--- config.mk ---
export PLATFORM = sky130hd
export DESIGN_NAME = qtree_sched_flat
export DESIGN_NICKNAME = d
export VERILOG_FILES = /design/src/rtl/qtree_sched_pkg.sv /design/src/rtl/qtree_sched_if.sv /design/src/rtl/qtree_sched_rr_arb.sv /design/src/rtl/qtree_sched.sv /design/src/flat_wrapper.sv
export SDC_FILE = /design/constraint.sdc
export NUM_CORES = 1
export LEC_CHECK = 0
export CORE_MARGIN = 2
export CORE_UTILIZATION = 36
export DETAILED_ROUTE_END_ITERATION = 16
export PLACE_DENSITY = 0.79
export SLEW_MARGIN = 20
export SYNTH_ARGS = -nofsm -noshare
export SYNTH_HDL_FRONTEND = slang
export SYNTH_HIERARCHICAL = 1
export SYNTH_SLANG_ARGS = --single-unit
--- constraint.sdc ---
create_clock -name clk_i -period 3.3 [get_ports clk_i]
set_input_delay 0.66 -clock clk_i [delete_from_list [all_inputs] [get_ports clk_i]]
set_output_delay 0.66 -clock clk_i [all_outputs]
set_load 0.01 [all_outputs]
--- src/rtl/qtree_sched_pkg.sv ---
// qtree_sched_pkg: shared state encoding, response record and statistics width
// for the quadtree lookup/update scheduler.
package qtree_sched_pkg;

  localparam int STAT_WIDTH     = 32;
  localparam int RSP_ADDR_WIDTH = 14;

  typedef enum logic [1:0] {
    RUN   = 2'd0,
    DRAIN = 2'd1,
    WRITE = 2'd2
  } sched_state_t;

  typedef struct packed {
    logic                      match;
    logic [RSP_ADDR_WIDTH-1:0] addr;
  } qtree_rsp_t;

  function automatic logic [STAT_WIDTH-1:0] stat_inc(input logic [STAT_WIDTH-1:0] v);
    return v + 1'b1;
  endfunction

endpackage

--- src/rtl/qtree_sched_if.sv ---
// qtree_sched_if: client request/response, pipeline lookup/result, host update and
// stage-RAM write signals of the scheduler, named from the scheduler's point of view.
interface qtree_sched_if #(
  parameter int REQ_CNT        = 4,
  parameter int KEY_WIDTH      = 16,
  parameter int TAG_WIDTH      = $clog2(REQ_CNT),
  parameter int OUT_ADDR_WIDTH = 14,
  parameter int MM_ADDR_WIDTH  = 12,
  parameter int MM_DATA_WIDTH  = 32
);

  logic [REQ_CNT-1:0]           req_valid_i;
  logic [REQ_CNT*KEY_WIDTH-1:0] req_data_i;
  logic [REQ_CNT-1:0]           req_ready_o;

  logic                         pipe_valid_o;
  logic [KEY_WIDTH-1:0]         pipe_data_o;
  logic [TAG_WIDTH-1:0]         pipe_bypass_o;

  logic                         pipe_valid_i;
  logic                         pipe_match_i;
  logic [TAG_WIDTH-1:0]         pipe_bypass_i;
  logic [OUT_ADDR_WIDTH-1:0]    pipe_addr_i;

  logic [REQ_CNT-1:0]           rsp_valid_o;
  logic                         rsp_match_o;
  logic [OUT_ADDR_WIDTH-1:0]    rsp_addr_o;

  logic                         upd_valid_i;
  logic [MM_ADDR_WIDTH-1:0]     upd_addr_i;
  logic [MM_DATA_WIDTH-1:0]     upd_data_i;
  logic                         upd_ready_o;

  logic                         mm_ram_write_o;
  logic [MM_ADDR_WIDTH-1:0]     mm_ram_addr_o;
  logic [MM_DATA_WIDTH-1:0]     mm_ram_data_o;

  modport master (
    input  req_valid_i, req_data_i,
    input  pipe_valid_i, pipe_match_i, pipe_bypass_i, pipe_addr_i,
    input  upd_valid_i, upd_addr_i, upd_data_i,
    output req_ready_o,
    output pipe_valid_o, pipe_data_o, pipe_bypass_o,
    output rsp_valid_o, rsp_match_o, rsp_addr_o,
    output upd_ready_o,
    output mm_ram_write_o, mm_ram_addr_o, mm_ram_data_o
  );

  modport slave (
    output req_valid_i, req_data_i,
    output pipe_valid_i, pipe_match_i, pipe_bypass_i, pipe_addr_i,
    output upd_valid_i, upd_addr_i, upd_data_i,
    input  req_ready_o,
    input  pipe_valid_o, pipe_data_o, pipe_bypass_o,
    input  rsp_valid_o, rsp_match_o, rsp_addr_o,
    input  upd_ready_o,
    input  mm_ram_write_o, mm_ram_addr_o, mm_ram_data_o
  );

endinterface

--- src/rtl/qtree_sched_rr_arb.sv ---
// qtree_rr_arb: combinational round-robin arbiter; searches from ptr_i+1 upward
// (wrapping) and returns a one-hot grant plus the winner's index.
module qtree_rr_arb #(
  parameter int N  = 4,
  parameter int IW = $clog2(N)
) (
  input  logic [N-1:0]  req_i,
  input  logic          en_i,
  input  logic [IW-1:0] ptr_i,
  output logic [N-1:0]  gnt_o,
  output logic [IW-1:0] idx_o,
  output logic          valid_o
);

  int cand;

  always_comb begin
    gnt_o   = '0;
    idx_o   = '0;
    valid_o = 1'b0;
    cand    = 0;
    if (en_i) begin
      for (int i = 1; i <= N; i++) begin
        cand = (int'(ptr_i) + i) % N;
        if (!valid_o && req_i[cand]) begin
          valid_o     = 1'b1;
          gnt_o[cand] = 1'b1;
          idx_o       = IW'(cand);
        end
      end
    end
  end

endmodule

--- src/rtl/qtree_sched.sv ---
// qtree_sched: round-robin lookup arbitration, result routing and drain-then-write update
// serialisation in front of the quadtree pipeline. Define QTREE_SCHED_STATS_EN for statistics.
module qtree_sched
  import qtree_sched_pkg::*;
#(
  parameter int REQ_CNT        = 4,
  parameter int KEY_WIDTH      = 16,
  parameter int TAG_WIDTH      = $clog2(REQ_CNT),
  parameter int OUT_ADDR_WIDTH = 14,
  parameter int MM_ADDR_WIDTH  = 12,
  parameter int MM_DATA_WIDTH  = 32,
  parameter int INFLIGHT_WIDTH = 4
) (
  input  logic                  clk_i,
  input  logic                  rst_i,
  qtree_sched_if.master         bus,
  output logic                  err_o,
  output logic [STAT_WIDTH-1:0] stat_lookups_o,
  output logic [STAT_WIDTH-1:0] stat_updates_o
);

  localparam logic [INFLIGHT_WIDTH-1:0] INFLIGHT_LIMIT = '1;

  sched_state_t              state_q;
  logic [TAG_WIDTH-1:0]      ptr_q;
  logic [INFLIGHT_WIDTH-1:0] inflight_q;
  logic [INFLIGHT_WIDTH-1:0] inflight_d;
  logic                      slot_q;
  logic                      err_q;

  logic                      pipeValid_q;
  logic [KEY_WIDTH-1:0]      pipeData_q;
  logic [TAG_WIDTH-1:0]      pipeBypass_q;

  logic [REQ_CNT-1:0]        rspValid_q;
  qtree_rsp_t                rsp_q;

  logic                      updReady_q;
  logic                      mmWrite_q;
  logic [MM_ADDR_WIDTH-1:0]  mmAddr_q;
  logic [MM_DATA_WIDTH-1:0]  mmData_q;

  logic                      grantEn;
  logic                      grantValid;
  logic [REQ_CNT-1:0]        grantVec;
  logic [TAG_WIDTH-1:0]      grantIdx;
  logic                      tagOk;
  logic                      retire;

  // A waiting update blocks lookups, except in the single RUN cycle right after a write.
  assign grantEn = (state_q == RUN) && (inflight_q != INFLIGHT_LIMIT) &&
                   (!bus.upd_valid_i || slot_q);

  qtree_rr_arb #(
    .N  (REQ_CNT),
    .IW (TAG_WIDTH)
  ) u_arb (
    .req_i   (bus.req_valid_i),
    .en_i    (grantEn),
    .ptr_i   (ptr_q),
    .gnt_o   (grantVec),
    .idx_o   (grantIdx),
    .valid_o (grantValid)
  );

  assign bus.req_ready_o = rst_i ? grantVec : '0;
  assign tagOk           = int'(bus.pipe_bypass_i) < REQ_CNT;
  assign retire          = bus.pipe_valid_i && (inflight_q != '0);

  always_comb begin
    inflight_d = inflight_q;
    if (grantValid && !retire) begin
      inflight_d = inflight_q + 1'b1;
    end else if (!grantValid && retire) begin
      inflight_d = inflight_q - 1'b1;
    end
  end

  always_ff @(posedge clk_i or negedge rst_i) begin
    if (!rst_i) begin
      state_q      <= RUN;
      ptr_q        <= TAG_WIDTH'(REQ_CNT - 1);
      inflight_q   <= '0;
      slot_q       <= 1'b0;
      err_q        <= 1'b0;
      pipeValid_q  <= 1'b0;
      pipeData_q   <= '0;
      pipeBypass_q <= '0;
      rspValid_q   <= '0;
      rsp_q        <= '0;
      updReady_q   <= 1'b0;
      mmWrite_q    <= 1'b0;
      mmAddr_q     <= '0;
      mmData_q     <= '0;
    end else begin
      inflight_q  <= inflight_d;
      pipeValid_q <= grantValid;
      if (grantValid) begin
        pipeData_q   <= bus.req_data_i[grantIdx*KEY_WIDTH +: KEY_WIDTH];
        pipeBypass_q <= grantIdx;
        ptr_q        <= grantIdx;
      end

      // Results are always routed, even untracked ones; the anomaly only raises err.
      rspValid_q <= '0;
      if (bus.pipe_valid_i) begin
        rsp_q.match <= bus.pipe_match_i;
        rsp_q.addr  <= RSP_ADDR_WIDTH'(bus.pipe_addr_i);
        if (tagOk) begin
          rspValid_q[bus.pipe_bypass_i] <= 1'b1;
        end
        if ((inflight_q == '0) || !tagOk) begin
          err_q <= 1'b1;
        end
      end

      updReady_q <= 1'b0;
      mmWrite_q  <= 1'b0;
      case (state_q)
        RUN: begin
          slot_q <= 1'b0;
          if (bus.upd_valid_i && !grantValid) begin
            state_q <= DRAIN;
          end
        end
        DRAIN: begin
          if (inflight_q == '0) begin
            state_q    <= WRITE;
            updReady_q <= 1'b1;
            mmWrite_q  <= 1'b1;
            mmAddr_q   <= bus.upd_addr_i;
            mmData_q   <= bus.upd_data_i;
          end
        end
        WRITE: begin
          slot_q  <= 1'b1;
          state_q <= RUN;
        end
        default: state_q <= RUN;
      endcase
    end
  end

  assign bus.pipe_valid_o   = pipeValid_q;
  assign bus.pipe_data_o    = pipeData_q;
  assign bus.pipe_bypass_o  = pipeBypass_q;
  assign bus.rsp_valid_o    = rspValid_q;
  assign bus.rsp_match_o    = rsp_q.match;
  assign bus.rsp_addr_o     = OUT_ADDR_WIDTH'(rsp_q.addr);
  assign bus.upd_ready_o    = updReady_q;
  assign bus.mm_ram_write_o = mmWrite_q;
  assign bus.mm_ram_addr_o  = mmAddr_q;
  assign bus.mm_ram_data_o  = mmData_q;
  assign err_o              = err_q;

`ifdef QTREE_SCHED_STATS_EN
  logic [STAT_WIDTH-1:0] statLookups_q;
  logic [STAT_WIDTH-1:0] statUpdates_q;

  always_ff @(posedge clk_i or negedge rst_i) begin
    if (!rst_i) begin
      statLookups_q <= '0;
      statUpdates_q <= '0;
    end else begin
      if (grantValid) begin
        statLookups_q <= stat_inc(statLookups_q);
      end
      if (state_q == WRITE) begin
        statUpdates_q <= stat_inc(statUpdates_q);
      end
    end
  end

  assign stat_lookups_o = statLookups_q;
  assign stat_updates_o = statUpdates_q;
`else
  assign stat_lookups_o = '0;
  assign stat_updates_o = '0;
`endif

endmodule
--- src/flat_wrapper.sv ---
// flat-port wrapper written by rule: the top's interface ports become plain ports
module qtree_sched_flat import qtree_sched_pkg::*;
#(
  parameter int REQ_CNT        = 4,
  parameter int KEY_WIDTH      = 16,
  parameter int TAG_WIDTH      = $clog2(REQ_CNT),
  parameter int OUT_ADDR_WIDTH = 14,
  parameter int MM_ADDR_WIDTH  = 12,
  parameter int MM_DATA_WIDTH  = 32,
  parameter int INFLIGHT_WIDTH = 4
)
  (clk_i, rst_i, err_o, stat_lookups_o, stat_updates_o, bus_req_valid_i, bus_req_data_i, bus_pipe_valid_i, bus_pipe_match_i, bus_pipe_bypass_i, bus_pipe_addr_i, bus_upd_valid_i, bus_upd_addr_i, bus_upd_data_i, bus_req_ready_o, bus_pipe_valid_o, bus_pipe_data_o, bus_pipe_bypass_o, bus_rsp_valid_o, bus_rsp_match_o, bus_rsp_addr_o, bus_upd_ready_o, bus_mm_ram_write_o, bus_mm_ram_addr_o, bus_mm_ram_data_o);
  qtree_sched_if #(.REQ_CNT(REQ_CNT), .KEY_WIDTH(KEY_WIDTH), .TAG_WIDTH(TAG_WIDTH), .OUT_ADDR_WIDTH(OUT_ADDR_WIDTH), .MM_ADDR_WIDTH(MM_ADDR_WIDTH), .MM_DATA_WIDTH(MM_DATA_WIDTH)) bus_i ();
  input  logic clk_i;
  input  logic rst_i;
  output logic err_o;
  output logic [STAT_WIDTH-1:0] stat_lookups_o;
  output logic [STAT_WIDTH-1:0] stat_updates_o;
  input wire logic [$bits(bus_i.req_valid_i)-1:0] bus_req_valid_i;
  input wire logic [$bits(bus_i.req_data_i)-1:0] bus_req_data_i;
  input wire logic [$bits(bus_i.pipe_valid_i)-1:0] bus_pipe_valid_i;
  input wire logic [$bits(bus_i.pipe_match_i)-1:0] bus_pipe_match_i;
  input wire logic [$bits(bus_i.pipe_bypass_i)-1:0] bus_pipe_bypass_i;
  input wire logic [$bits(bus_i.pipe_addr_i)-1:0] bus_pipe_addr_i;
  input wire logic [$bits(bus_i.upd_valid_i)-1:0] bus_upd_valid_i;
  input wire logic [$bits(bus_i.upd_addr_i)-1:0] bus_upd_addr_i;
  input wire logic [$bits(bus_i.upd_data_i)-1:0] bus_upd_data_i;
  output wire logic [$bits(bus_i.req_ready_o)-1:0] bus_req_ready_o;
  output wire logic [$bits(bus_i.pipe_valid_o)-1:0] bus_pipe_valid_o;
  output wire logic [$bits(bus_i.pipe_data_o)-1:0] bus_pipe_data_o;
  output wire logic [$bits(bus_i.pipe_bypass_o)-1:0] bus_pipe_bypass_o;
  output wire logic [$bits(bus_i.rsp_valid_o)-1:0] bus_rsp_valid_o;
  output wire logic [$bits(bus_i.rsp_match_o)-1:0] bus_rsp_match_o;
  output wire logic [$bits(bus_i.rsp_addr_o)-1:0] bus_rsp_addr_o;
  output wire logic [$bits(bus_i.upd_ready_o)-1:0] bus_upd_ready_o;
  output wire logic [$bits(bus_i.mm_ram_write_o)-1:0] bus_mm_ram_write_o;
  output wire logic [$bits(bus_i.mm_ram_addr_o)-1:0] bus_mm_ram_addr_o;
  output wire logic [$bits(bus_i.mm_ram_data_o)-1:0] bus_mm_ram_data_o;
  assign bus_i.req_valid_i = bus_req_valid_i;
  assign bus_i.req_data_i = bus_req_data_i;
  assign bus_i.pipe_valid_i = bus_pipe_valid_i;
  assign bus_i.pipe_match_i = bus_pipe_match_i;
  assign bus_i.pipe_bypass_i = bus_pipe_bypass_i;
  assign bus_i.pipe_addr_i = bus_pipe_addr_i;
  assign bus_i.upd_valid_i = bus_upd_valid_i;
  assign bus_i.upd_addr_i = bus_upd_addr_i;
  assign bus_i.upd_data_i = bus_upd_data_i;
  assign bus_req_ready_o = bus_i.req_ready_o;
  assign bus_pipe_valid_o = bus_i.pipe_valid_o;
  assign bus_pipe_data_o = bus_i.pipe_data_o;
  assign bus_pipe_bypass_o = bus_i.pipe_bypass_o;
  assign bus_rsp_valid_o = bus_i.rsp_valid_o;
  assign bus_rsp_match_o = bus_i.rsp_match_o;
  assign bus_rsp_addr_o = bus_i.rsp_addr_o;
  assign bus_upd_ready_o = bus_i.upd_ready_o;
  assign bus_mm_ram_write_o = bus_i.mm_ram_write_o;
  assign bus_mm_ram_addr_o = bus_i.mm_ram_addr_o;
  assign bus_mm_ram_data_o = bus_i.mm_ram_data_o;
  qtree_sched #(.REQ_CNT(REQ_CNT), .KEY_WIDTH(KEY_WIDTH), .TAG_WIDTH(TAG_WIDTH), .OUT_ADDR_WIDTH(OUT_ADDR_WIDTH), .MM_ADDR_WIDTH(MM_ADDR_WIDTH), .MM_DATA_WIDTH(MM_DATA_WIDTH), .INFLIGHT_WIDTH(INFLIGHT_WIDTH)) u_core (.clk_i(clk_i), .rst_i(rst_i), .bus(bus_i), .err_o(err_o), .stat_lookups_o(stat_lookups_o), .stat_updates_o(stat_updates_o));
endmodule
==> flow_summary.toml <==
[power]
leakagePower_nw = 3.377
power.total_mw = 6.083
vdd_drop_max_uv = 421.4
powerDensity_nw_per_um2 = 784.4

[sta]
hold_violations = 0
fin_worst_skew_ps = 14.27
slew_violations = 0
fin_crit_sh = 0.9930
setup_viol = 0
worst_slack_ps = 23.17
fmax_mhz = 305.2
min_period_ps = 3277
tightestPinTransition_ps = 814.1
slew_headroom = 0.4573
fin_tns_setup_ps = 0

[finish]
post-route-util = 0.5565
drive_gt1_frac = 0.2528
fillers = 1129
stdcell_count = 805
ff_latch_area_um2 = 2330
area_growth_syn_to_layout_pct = 50.11
nets = 766
multi_input_comb_area_um2 = 2439
antenna_cells = 0

[logic_synthesis]
synth-async-reset-ratio = 1.000
syn_area_per_cell_um2 = 13.60
synth_ff_type = "dfrtp_1"
synth_edf_count = 0
ys_top_cells_by_count = "91 x dfrtp_1, 66 x buf_4, 39 x mux2_2"
ys_seq_area_frac = 0.4510
ys_warn_count = 6
synthCells = 380
synth_top_area_cell = "dfrtp_1"
synthesis.area_um2 = 5166
synth_area_leaders = "dfrtp_1 44%, mux2_4 11%, buf_4 9.6%, mux2_2 8.5%, mux4_2 7.8%"
synth_top_area_frac = 0.4408
synthMostInstantiatedCell = "dfrtp_1"
ys_types = 49
ys_ff_latch = 93

[route]
drt_pre_antenna_iters = 4
viasPerCell = 4.634
drtIter0Drc = 85
drt_wl_total_um = 13030
postRouteAntennaNets = 0
wl_per_cell_um = 16.18
drc = 0
vias = 3730

[critical_path]
reg2reg_depth = 8
r2r_end = "u_core/bus.pipe_data_o[14]"
critPathKind = "in -> out"
crit_path_start_kind = "input port"
cp-end-kind = "primary output"
cp.arrival_ps = 2620
required_ps = 2640
ff2ff_setup_slack_ps = 170
crit_fanout = 3
r2r-start = "u_core/ptr_q[0]"

[global_routing]
grtUsageTotal = 0.1647
grt_start_max_net_pins = 66
grt_pass1_wl_um = 19400
grt_pass1_vias = 3895
grt_overflow = 0
antenna_found_initial = 0

[clocking]
root_buffer = "clkbuf_16"
clk-insertion-delay-late_ps = 340
h-tree-depth = 3
cts-buffers-inserted = 9
clockBufferDepth = 2
cts_tree = "built"
path_clk_slew_ps = 80
cts_sinks = 93

[min_path]
min_path_type = "in -> async"

[place]
gp_congestion = 0.8820
dp.cells = 786
pre_cts_slack_ps = -356.5
io_buffers = 221
dpl.hpwl_um = 10210

[floorplanning]
dieArea_um2 = 15330
fp.dieW_um = 123.8
initial_core_util = 0.3707
core-area_um2 = 13930
die_height_um = 123.8
rows = 43
io_pins = 286

[outcome]
outcome = "finished, final reports clean"

[run]
max_cap_viol_count = 0
==> cell type report <==
cell class | instances | share of cell area
multi-input combinational | 255 | 0.3145
sequential | 93 | 0.3004
tap | 180 | 0.02904
inverter | 14 | 0.006776
timing repair buffer | 248 | 0.3111
clock inverter | 6 | 0.009197
clock buffer | 9 | 0.02904
==> where the power goes <==
part,total (mW),internal (mW),switching [mW],leakage (nW)
registers,1.93,1.62,0.314,1.10
logic,3.11,1.90,1.21,2.14
clock network,1.03,0.590,0.443,0.139
==> placed cells by master, fill, tap and decap left out, types with 4 or more instances in the layout <==
master / synthesis / layout
and2_1: 4 / 4
dfrtp_1: 91 / 91
mux4_2: 18 / 18
mux2_4: 38 / 38
mux2_2: 39 / 39
nor3b_1: 4 / 4
conb_1: 1 / 64
inv_1: 14 / 13
nor2_1: 9 / 9
buf_4: 66 / 26
o21ai_0: 13 / 13
clkdlybuf4s50_1: 0 / 215
nand2_1: 7 / 7
clkbuf_16: 0 / 9
ha_1: 11 / 11
a21oi_1: 5 / 4
==> worst max-delay path by stage <==
stage | startpoint | to | slack [ps] | cells past startpoint
2_1_floorplan | u_core/ptr_q[0] | u_core/bus.pipe_data_o[12] | 4 | 12
3_3_place_gp | bus_req_valid_i[0] | bus_req_ready_o[1] | -220 | 7
3_5_place_dp | bus_req_valid_i[0] | bus_req_ready_o[0] | -360 | 7
4_1_cts | bus_req_valid_i[2] | bus_req_ready_o[3] | 2 | 7
5_1_grt | bus_req_valid_i[2] | bus_req_ready_o[3] | -70 | 8
6_report | bus_req_valid_i[2] | bus_req_ready_o[3] | 20 | 8
==> critical path, cell delays in order <==
cell and delay, ps:
clkdlybuf4s50_1 450, mux4_2 520, a211oi_4 290, buf_4 160, a221oi_2 50, o2bb2ai_1 130
and2_1 130, clkdlybuf4s15_1 230
==> sequential cells by signal, indices dropped and copies added (netlist names) <==
name and flops:
u_core/state_q 2, u_core/err_o 1, u_core/bus.pipe_bypass_o 2, u_core/ptr_q 2
u_core/slot_q 1, u_core/bus.rsp_valid_o 4, u_core/bus.rsp_addr_o 14, u_core/bus.mm_ram_write_o 1
u_core/bus.mm_ram_addr_o 12, u_core/bus.pipe_data_o 16, u_core/bus.pipe_valid_o 1, u_core/inflight_q 4
u_core/bus.rsp_match_o 1, u_core/bus.mm_ram_data_o 32
==> through the flow <==
| stage | area (um2) | hold slack (ps) |
|---|---|---|
| floorplan | 5405 | 364.4 |
| global placement | 7391 | 447.3 |
| detailed placement | 7391 | 456.2 |
| CTS | 7715 | 268.6 |
| global route | 7755 | 287.2 |
| finish | 7755 | 264.2 |
==> cells by family after synthesis <==
kind of cell / share of synthesized area
AOI/OAI and AO/OA: 0.05933
DFF: 0.4510
muxes: 0.2759
buffers and inverters: 0.1344
and+or+nand+nor: 0.04480
adders and majority gates: 0.03052
other: 0.0007259
xor gates and xnor gates: 0.003391
==> metal layers <==
layer,GRT usage,vias to the layer above,part of all wire,wire length [um]
met2,0.3118,187,0.55,7112
met1,0.1815,1829,0.36,4703
met4,0.03764,0,0.0097,126
met3,0.04579,10,0.083,1084
met5,0,-,0,0
li1,-,1704,-,-
==> repair_timing <==
| action | CTS | global route |
|---|---|---|
| gates resized for setup | 10 | 11 |
| setup endpoints to repair | 4 | 4 |
| hold buffers | 0 | 0 |
| setup buffers | 1 | 3 |
| pin swaps | 1 | 3 |
No activity file was read; power rests on OpenSTA's default activity.
